`src/rtl/outbuf_drain_pkg.sv`:
```
// Shared types and constants for the output-buffer drain block.
package outbuf_drain_pkg;

    typedef enum logic [2:0] {IDLE, LOAD, READ, FLUSH, DONE_S} state_t;

    localparam int LANE_W = 16;
    localparam int LANES  = 4;
    localparam int M_MSB  = 11;
    localparam int M_LSB  = 8;

    // Zero every negative 16-bit lane of a result word.
    function automatic logic [LANES*LANE_W-1:0] relu_word(input logic [LANES*LANE_W-1:0] w);
        logic [LANES*LANE_W-1:0] r;
        r = w;
        for (int i = 0; i < LANES; i++)
            if (w[i*LANE_W + LANE_W-1]) r[i*LANE_W +: LANE_W] = '0;
        return r;
    endfunction

endpackage

```
`src/rtl/outbuf_drain_if.sv`:
```
// Output-buffer read port plus result stream; master = drain block, slave = SRAM/consumer side.
interface outbuf_drain_if #(
    parameter int DW = 64,
    parameter int AW = 4
);
    logic          EN_O;
    logic          RW_O;
    logic [AW-1:0] ADDR_O;
    logic [DW-1:0] RDATA_O;
    logic          M_VALID;
    logic          M_READY;
    logic [DW-1:0] M_DATA;
    logic          M_LAST;

    modport master (output EN_O, RW_O, ADDR_O, M_VALID, M_DATA, M_LAST,
                    input  RDATA_O, M_READY);
    modport slave  (input  EN_O, RW_O, ADDR_O, M_VALID, M_DATA, M_LAST,
                    output RDATA_O, M_READY);
endinterface

```
`src/rtl/outbuf_drain_fifo.sv`:
```
// Small fall-through FIFO: a word written while empty is visible at the head the same cycle.
module outbuf_drain_fifo #(
    parameter int W     = 65,
    parameter int DEPTH = 2
) (
    input  logic                         CLK,
    input  logic                         RSTN,
    input  logic                         wr_en,
    input  logic [W-1:0]                 wr_data,
    output logic                         rd_valid,
    input  logic                         rd_ready,
    output logic [W-1:0]                 rd_data,
    output logic [$clog2(DEPTH+1)-1:0]   count
);
    localparam int CW = $clog2(DEPTH+1);
    localparam int PW = (DEPTH > 1) ? $clog2(DEPTH) : 1;

    logic [DEPTH-1:0][W-1:0] mem;
    logic [PW-1:0]           wptr, rptr;
    logic                    empty, rd, push, pop;

    function automatic logic [PW-1:0] inc(input logic [PW-1:0] p);
        return (p == PW'(DEPTH-1)) ? '0 : p + 1'b1;
    endfunction

    assign empty    = (count == '0);
    assign rd_valid = !empty || wr_en;
    assign rd_data  = !empty ? mem[rptr] : (wr_en ? wr_data : '0);
    assign rd       = rd_valid && rd_ready;
    // A word consumed on arrival into an empty FIFO is never stored.
    assign push     = wr_en && !(empty && rd);
    assign pop      = rd && !empty;

    always_ff @(posedge CLK) begin
        if (!RSTN) begin
            wptr  <= '0;
            rptr  <= '0;
            count <= '0;
        end else begin
            if (push) wptr <= inc(wptr);
            if (pop)  rptr <= inc(rptr);
            count <= count + CW'(push) - CW'(pop);
        end
    end

    always_ff @(posedge CLK) begin
        if (push) mem[wptr] <= wr_data;
    end

    a_no_overflow: assert property (@(posedge CLK) disable iff (!RSTN)
        !(push && !pop && count == CW'(DEPTH)));

endmodule

```
`src/rtl/outbuf_drain.sv`:
```
// Drains one tile of result words from the output buffer into a valid/ready stream.
// Optional OUTBUF_DRAIN_RELU_EN zeroes negative 16-bit lanes on FIFO entry.
module outbuf_drain
    import outbuf_drain_pkg::*;
#(
    parameter int DW         = 64,
    parameter int AW         = 4,
    parameter int FIFO_DEPTH = 2
) (
    input  logic                  CLK,
    input  logic                  RSTN,
    input  logic                  START,
    input  logic [11:0]           MNT,
    outbuf_drain_if.master        bus,
    output logic                  BUSY,
    output logic                  DONE
);
    localparam int MW = M_MSB - M_LSB + 1;
    localparam int CW = $clog2(FIFO_DEPTH+1);

    state_t        state, nxt_state;
    logic [MW-1:0] wcnt;
    logic [AW-1:0] rd_ptr, addr_hold, last_addr;
    logic          inflight, inflight_last;
    logic          issue, pop, credit_ok, is_last_rd;
    logic [CW-1:0] fcount;
    logic [CW:0]   occ;
    logic [DW-1:0] word_in;
    logic [DW:0]   head;
    logic          unused_mnt;

    assign unused_mnt = ^MNT[M_LSB-1:0];

`ifdef OUTBUF_DRAIN_RELU_EN
    assign word_in = relu_word(bus.RDATA_O);
`else
    assign word_in = bus.RDATA_O;
`endif

    outbuf_drain_fifo #(.W(DW+1), .DEPTH(FIFO_DEPTH)) u_fifo (
        .CLK      (CLK),
        .RSTN     (RSTN),
        .wr_en    (inflight),
        .wr_data  ({inflight_last, word_in}),
        .rd_valid (bus.M_VALID),
        .rd_ready (bus.M_READY),
        .rd_data  (head),
        .count    (fcount)
    );

    assign bus.M_LAST = head[DW];
    assign bus.M_DATA = head[DW-1:0];
    assign bus.RW_O   = 1'b0;

    // Credit counts stored words plus the read in flight; a pop this cycle frees a slot.
    assign pop        = bus.M_VALID && bus.M_READY;
    assign occ        = {1'b0, fcount} + (CW+1)'(inflight);
    assign credit_ok  = occ < ((CW+1)'(FIFO_DEPTH) + (CW+1)'(pop));
    assign last_addr  = AW'(wcnt - 1'b1);
    assign is_last_rd = (rd_ptr == last_addr);

    always_comb begin
        nxt_state = state;
        issue     = 1'b0;
        BUSY      = 1'b0;
        DONE      = 1'b0;
        case (state)
            IDLE:   if (START) nxt_state = LOAD;
            LOAD: begin
                BUSY      = 1'b1;
                nxt_state = (wcnt == '0) ? DONE_S : READ;
            end
            READ: begin
                BUSY  = 1'b1;
                issue = credit_ok;
                if (issue && is_last_rd) nxt_state = FLUSH;
            end
            FLUSH: begin
                BUSY = 1'b1;
                if (pop && bus.M_LAST) nxt_state = DONE_S;
            end
            DONE_S: begin
                DONE      = 1'b1;
                nxt_state = IDLE;
            end
            default: nxt_state = IDLE;
        endcase
    end

    assign bus.EN_O   = issue;
    assign bus.ADDR_O = issue ? rd_ptr : addr_hold;

    always_ff @(posedge CLK) begin
        if (!RSTN) begin
            state         <= IDLE;
            wcnt          <= '0;
            rd_ptr        <= '0;
            addr_hold     <= '0;
            inflight      <= 1'b0;
            inflight_last <= 1'b0;
        end else begin
            state         <= nxt_state;
            inflight      <= issue;
            inflight_last <= issue && is_last_rd;
            if (state == IDLE && START) begin
                wcnt   <= MNT[M_MSB:M_LSB];
                rd_ptr <= '0;
            end else if (issue) begin
                rd_ptr    <= rd_ptr + 1'b1;
                addr_hold <= rd_ptr;
            end
        end
    end

endmodule
```
`src/flat_wrapper.sv`:
```
// flat-port wrapper written by rule: the top's interface ports become plain ports
module outbuf_drain_flat import outbuf_drain_pkg::*;
#(
    parameter int DW         = 64,
    parameter int AW         = 4,
    parameter int FIFO_DEPTH = 2
)
  (CLK, RSTN, START, MNT, BUSY, DONE, bus_EN_O, bus_RW_O, bus_ADDR_O, bus_M_VALID, bus_M_DATA, bus_M_LAST, bus_RDATA_O, bus_M_READY);
  outbuf_drain_if #(.DW(DW), .AW(AW)) bus_i ();
  input  logic CLK;
  input  logic RSTN;
  input  logic START;
  input  logic [11:0] MNT;
  output logic BUSY;
  output logic DONE;
  output wire logic [$bits(bus_i.EN_O)-1:0] bus_EN_O;
  output wire logic [$bits(bus_i.RW_O)-1:0] bus_RW_O;
  output wire logic [$bits(bus_i.ADDR_O)-1:0] bus_ADDR_O;
  output wire logic [$bits(bus_i.M_VALID)-1:0] bus_M_VALID;
  output wire logic [$bits(bus_i.M_DATA)-1:0] bus_M_DATA;
  output wire logic [$bits(bus_i.M_LAST)-1:0] bus_M_LAST;
  input wire logic [$bits(bus_i.RDATA_O)-1:0] bus_RDATA_O;
  input wire logic [$bits(bus_i.M_READY)-1:0] bus_M_READY;
  assign bus_EN_O = bus_i.EN_O;
  assign bus_RW_O = bus_i.RW_O;
  assign bus_ADDR_O = bus_i.ADDR_O;
  assign bus_M_VALID = bus_i.M_VALID;
  assign bus_M_DATA = bus_i.M_DATA;
  assign bus_M_LAST = bus_i.M_LAST;
  assign bus_i.RDATA_O = bus_RDATA_O;
  assign bus_i.M_READY = bus_M_READY;
  outbuf_drain #(.DW(DW), .AW(AW), .FIFO_DEPTH(FIFO_DEPTH)) u_core (.CLK(CLK), .RSTN(RSTN), .START(START), .MNT(MNT), .bus(bus_i), .BUSY(BUSY), .DONE(DONE));
endmodule
```
`config.mk`:
```
export PLATFORM = sky130hd
export DESIGN_NAME = outbuf_drain_flat
export DESIGN_NICKNAME = d
export VERILOG_FILES = /design/src/rtl/outbuf_drain_pkg.sv /design/src/rtl/outbuf_drain_if.sv /design/src/rtl/outbuf_drain_fifo.sv /design/src/rtl/outbuf_drain.sv /design/src/flat_wrapper.sv
export SDC_FILE = /design/constraint.sdc
export NUM_CORES = 1
export LEC_CHECK = 0
export CORE_ASPECT_RATIO = 0.6
export CORE_MARGIN = 2
export CORE_UTILIZATION = 50
export CTS_CLUSTER_SIZE = 20
export DETAILED_ROUTE_END_ITERATION = 10
export HOLD_SLACK_MARGIN = 0.1
export PLACE_DENSITY = 0.79
export SYNTH_ARGS = -nofsm -noshare
export SYNTH_HDL_FRONTEND = slang
export SYNTH_SLANG_ARGS = --single-unit
```
`constraint.sdc`:
```
create_clock -name CLK -period 5.1 [get_ports CLK]
set_clock_uncertainty 0.05 [all_clocks]
set_input_delay 1.02 -clock CLK [delete_from_list [all_inputs] [get_ports CLK]]
set_output_delay 1.02 -clock CLK [all_outputs]
set_load 0.05 [all_outputs]
```
==> out/results.md <==
| Item | Reported | Unit |
|:---|:---|:---|
| Switching pwr | 1.33 | mW |
| Via count of the first global-routing pass | 4190 | - |
| Pwr Total | 3.76 | mW |
| Count of mapped cells out of synthesis | 468 | - |
| DR pass1 iterations | 4 | - |
| Total routed wirelength | 13800 | µm |
| Clock buffer count from CTS | 17 | - |
| Pwr/cell area | 436 | mW/mm² |
| RSZ-0062 raised after global routing | no | - |
| Master cell of the clock root buffer | clkbuf_16 | - |
| Clock tree from TritonCTS | built | - |
| Max_slew headroom | 0.408 | - |
| Shortest period the worst path allows | 4340 | ps |
| Max-slew violation count | 0 | - |
| Run status | complete, no violations | - |
| Initial antenna violation count | 0 | - |
| Setup Fix Bufs, Post-CTS | 0 | - |
| DRC violation count after routing | 0 | - |
| Sequential share of the synthesized area | 0.673 | - |
| Class of the tightest hold or removal check | flip-flop to flip-flop | - |
| H-tree depth reported by CTS | 4 | - |
| Global-route usage over all layers | 0.202 | - |
| Number of max-cap violations | 0 | - |
| Proportion of synthesized flip-flops having asynchronous set or reset | 0 | - |
| Via Count | 4229 | - |
| Worst-case register-to-register setup slack | 2160 | ps |
| Share of power burned in the clock network | 0.319 | - |
| Standard-cell rows | 32 | - |
| Number of nets in the layout | 694 | - |
| Share of the synthesized area in compound gates (AO/OA/AOI/OAI) | 0.0647 | - |
| Switching share of power | 0.353 | - |
| Final hold violation count | 0 | - |
| Layout Area Growth over Synthesis | 34.2 | % |
| Core area | 0.0127 | mm² |
| Final critical-path share of the clock period | 0.851 | - |
| Fraction of the mapped netlist area in simple logic gates | 0.0941 | - |
| Post-synthesis register bit count | 151 | - |
| Port Buf Inserts | 144 | - |
| Number of synthesis warnings | 0 | - |
| Largest family of logic cells by synthesized area | multiplexers | - |
| Post-Synth XOR/XNOR Area | 0.0150 | - |
| Leading cell type in the layout, fill and taps excluded | clkdlybuf4s50_1 | - |
| Clk slew on worst S/H paths | 60 | ps |
| Internal cell power | 2.43 | mW |
| WS Path Type | input pin to output port | - |
| Antenna diode instance count | 0 | - |
| Syn Nets | 554 | - |
| Adder-Cell Fraction of Synth Area | 0.0117 | - |
| Height of the chip | 91.8 | µm |
| Drt first-iter violations | 212 | - |
| Share of cell area taken by muxes after synthesis | 0.115 | - |
| Sequential share of power | 0.376 | - |
| CTS resizes | 0 | - |
| Count of pins on the block boundary | 154 | - |
| Number of buffers between clock root and the deepest sink | 2 | - |
| Largest vdd supply drop | 295 | µV |
| Wire length of the first global-routing pass | 21300 | µm |
| Clock Sinks | 151 | - |
| Number of buffers added to fix hold violations after cts | 0 | - |
| Post-Place Cells | 759 | - |
| Final setup violating endpoints | 0 | - |
| Biggest area contributors in the synthesized netlist | edfxtp_1, mux2i_1, dfxtp_1 | - |
| Top fanout value on the critical path | 11 | - |
| Gr ovfl total | 0 | - |
| Most frequently used flop master after synthesis | edfxtp_1 | - |
| DR vias/cell | 5.35 | - |
| Number of enable-type register cells in the synthesized netlist | 130 | - |
| Total leakage power | 2.81 | nW |
| Clock latency on the worst-skew pair | 400 | ps |
| Average cell area after synthesis | 13.7 | µm² |
| Area of all placed cells without fillers | 0.00862 | mm² |
| Post-DP HPWL | 8670 | µm |
| Die outline width | 150 | µm |
| Commonest cells after routing, fill and taps aside | clkdlybuf4s50_1, edfxtp_1, mux2i_1, o21ai_0, nand3_1 | - |
| Synth top area share | 0.608 | - |
| Data arrival time of the critical path | 3270 | ps |
| Fraction of final layout cells with drive strength greater than 1 | 0.0837 | - |
| Req. time, crit path | 4030 | ps |
| Wirelength per Cell | 17.4 | µm |
| Yosys cell types | 41 | - |
| Placed instance area | 0.00805 | mm² |
| Pin count of the biggest net entering global routing | 69 | - |
| Starting density of the core | 0.506 | - |
| Final critical-path setup slack | 760 | ps |
| Multi-input gate area in the final layout | 0.00195 | mm² |
| Post-detailed-route count of antenna-violating nets | 0 | - |
| Slew at the pin closest to its max-slew limit | 888 | ps |
| Kind of end point of the critical path | output port | - |
| Final total negative setup slack | 0 | ps |
| Post-Syn Area | 0.00642 | mm² |
| Sequential cell area in the final layout | 0.00433 | mm² |
| Kind of start point of the critical path | input pin | - |
| Non-Filler Instances | 791 | - |
| Filler cell count | 876 | - |
| Post-placement worst setup slack | 764 | ps |
| Total die area | 0.0138 | mm² |
| Comb pwr share | 0.304 | - |
| Max frequency | 230 | MHz |
| Routability congestion estimate from global placement | 0.753 | - |
| Post-synth top area cell | edfxtp_1 | - |
## synth_stat cells, types with 2 or more instances
master    instances
xor2_1            6
nor2_1           13
o21ai_0          65
edfxtp_1        130
buf_1             7
nand3_1          64
mux2i_1          68
and2_1           11
clkbuf_1         17
ha_1              6
a21boi_0          2
nor3_1            2
dfxtp_1          21
mux2_2            3
nand2b_1          2
buf_2             6
xnor2_1           5
nand2_1           3
a21oi_1           5
inv_1             7
nor2b_1           5
## layer usage
layer	vias to the layer above	track usage	part of all wire
li1	2044	-	-
met1	2038	0.281	0.46
met2	142	0.314	0.46
met3	5	0.0657	0.075
met4	0	0.0425	0.0049
met5	-	0	0
## layout make-up
class / count / area share
Sequential cell: 151 / 0.502
Multi-Input combinational cell: 278 / 0.226
Timing Repair Buffer: 153 / 0.178
Clock buffer: 17 / 0.0493
Tap cell: 170 / 0.0247
Clock inverter: 15 / 0.0164
Inverter: 7 / 0.00305
## state kept, by name (all words and copies together), names as in the netlist
| name | cells |
|---|---|
| u_core.rd_ptr | 4 |
| u_core.inflight | 1 |
| u_core.u_fifo.mem | 130 |
| u_core.u_fifo.count | 2 |
| u_core.addr_hold | 4 |
| u_core.u_fifo.wptr | 1 |
| u_core.inflight_last | 1 |
| u_core.wcnt | 4 |
| u_core.state | 3 |
| u_core.u_fifo.rptr | 1 |
## cells by family after synthesis
kind of cell	count (synthesis)
AND/OR/NAND/NOR	110
multiplexers	73
XOR/XNOR	11
adder cells (fa/ha/maj)	6
AO/OA/AOI/OAI	77
buffers and inverters	39
flip-flops	151
other	1
## final timing paths
| check | depth (start not counted) | to | start |
|---|---|---|---|
| max | 6 | bus_ADDR_O[0] | bus_M_READY |
| min reg2reg | 0 | u_core.u_fifo.mem[64] | u_core.inflight_last |
| min | 0 | u_core.u_fifo.mem[64] | u_core.inflight_last |
| max reg2reg | 10 | u_core.u_fifo.count[1] | u_core.u_fifo.count[0] |
## power groups by stage
stage	logic [mW]	clock network [mW]	registers, mW
global placement	1.13	0	1.44
detailed placement	1.14	0	1.44
CTS	1.15	1.22	1.42
finish	1.14	1.20	1.41
global route	1.21	1.27	1.42
floorplan	0.786	0	1.40
## worst max-delay path, cell delays in order
cell	delay, ps
clkdlybuf4s50_1	570
nand2b_1	100
a221oi_2	260
buf_4	230
mux2_2	370
clkdlybuf4s50_1	710
## metrics by stage
| step | hold WS, ps | utilization |
|---|---|---|
| after floorplan | 375 | - |
| after global placement | 403 | 0.635 |
| after detailed placement | 424 | 0.635 |
| after CTS | 439 | 0.679 |
| after global routing | 453 | 0.679 |
| final | 439 | 0.679 |
Power figures use the tool's default switching activity.
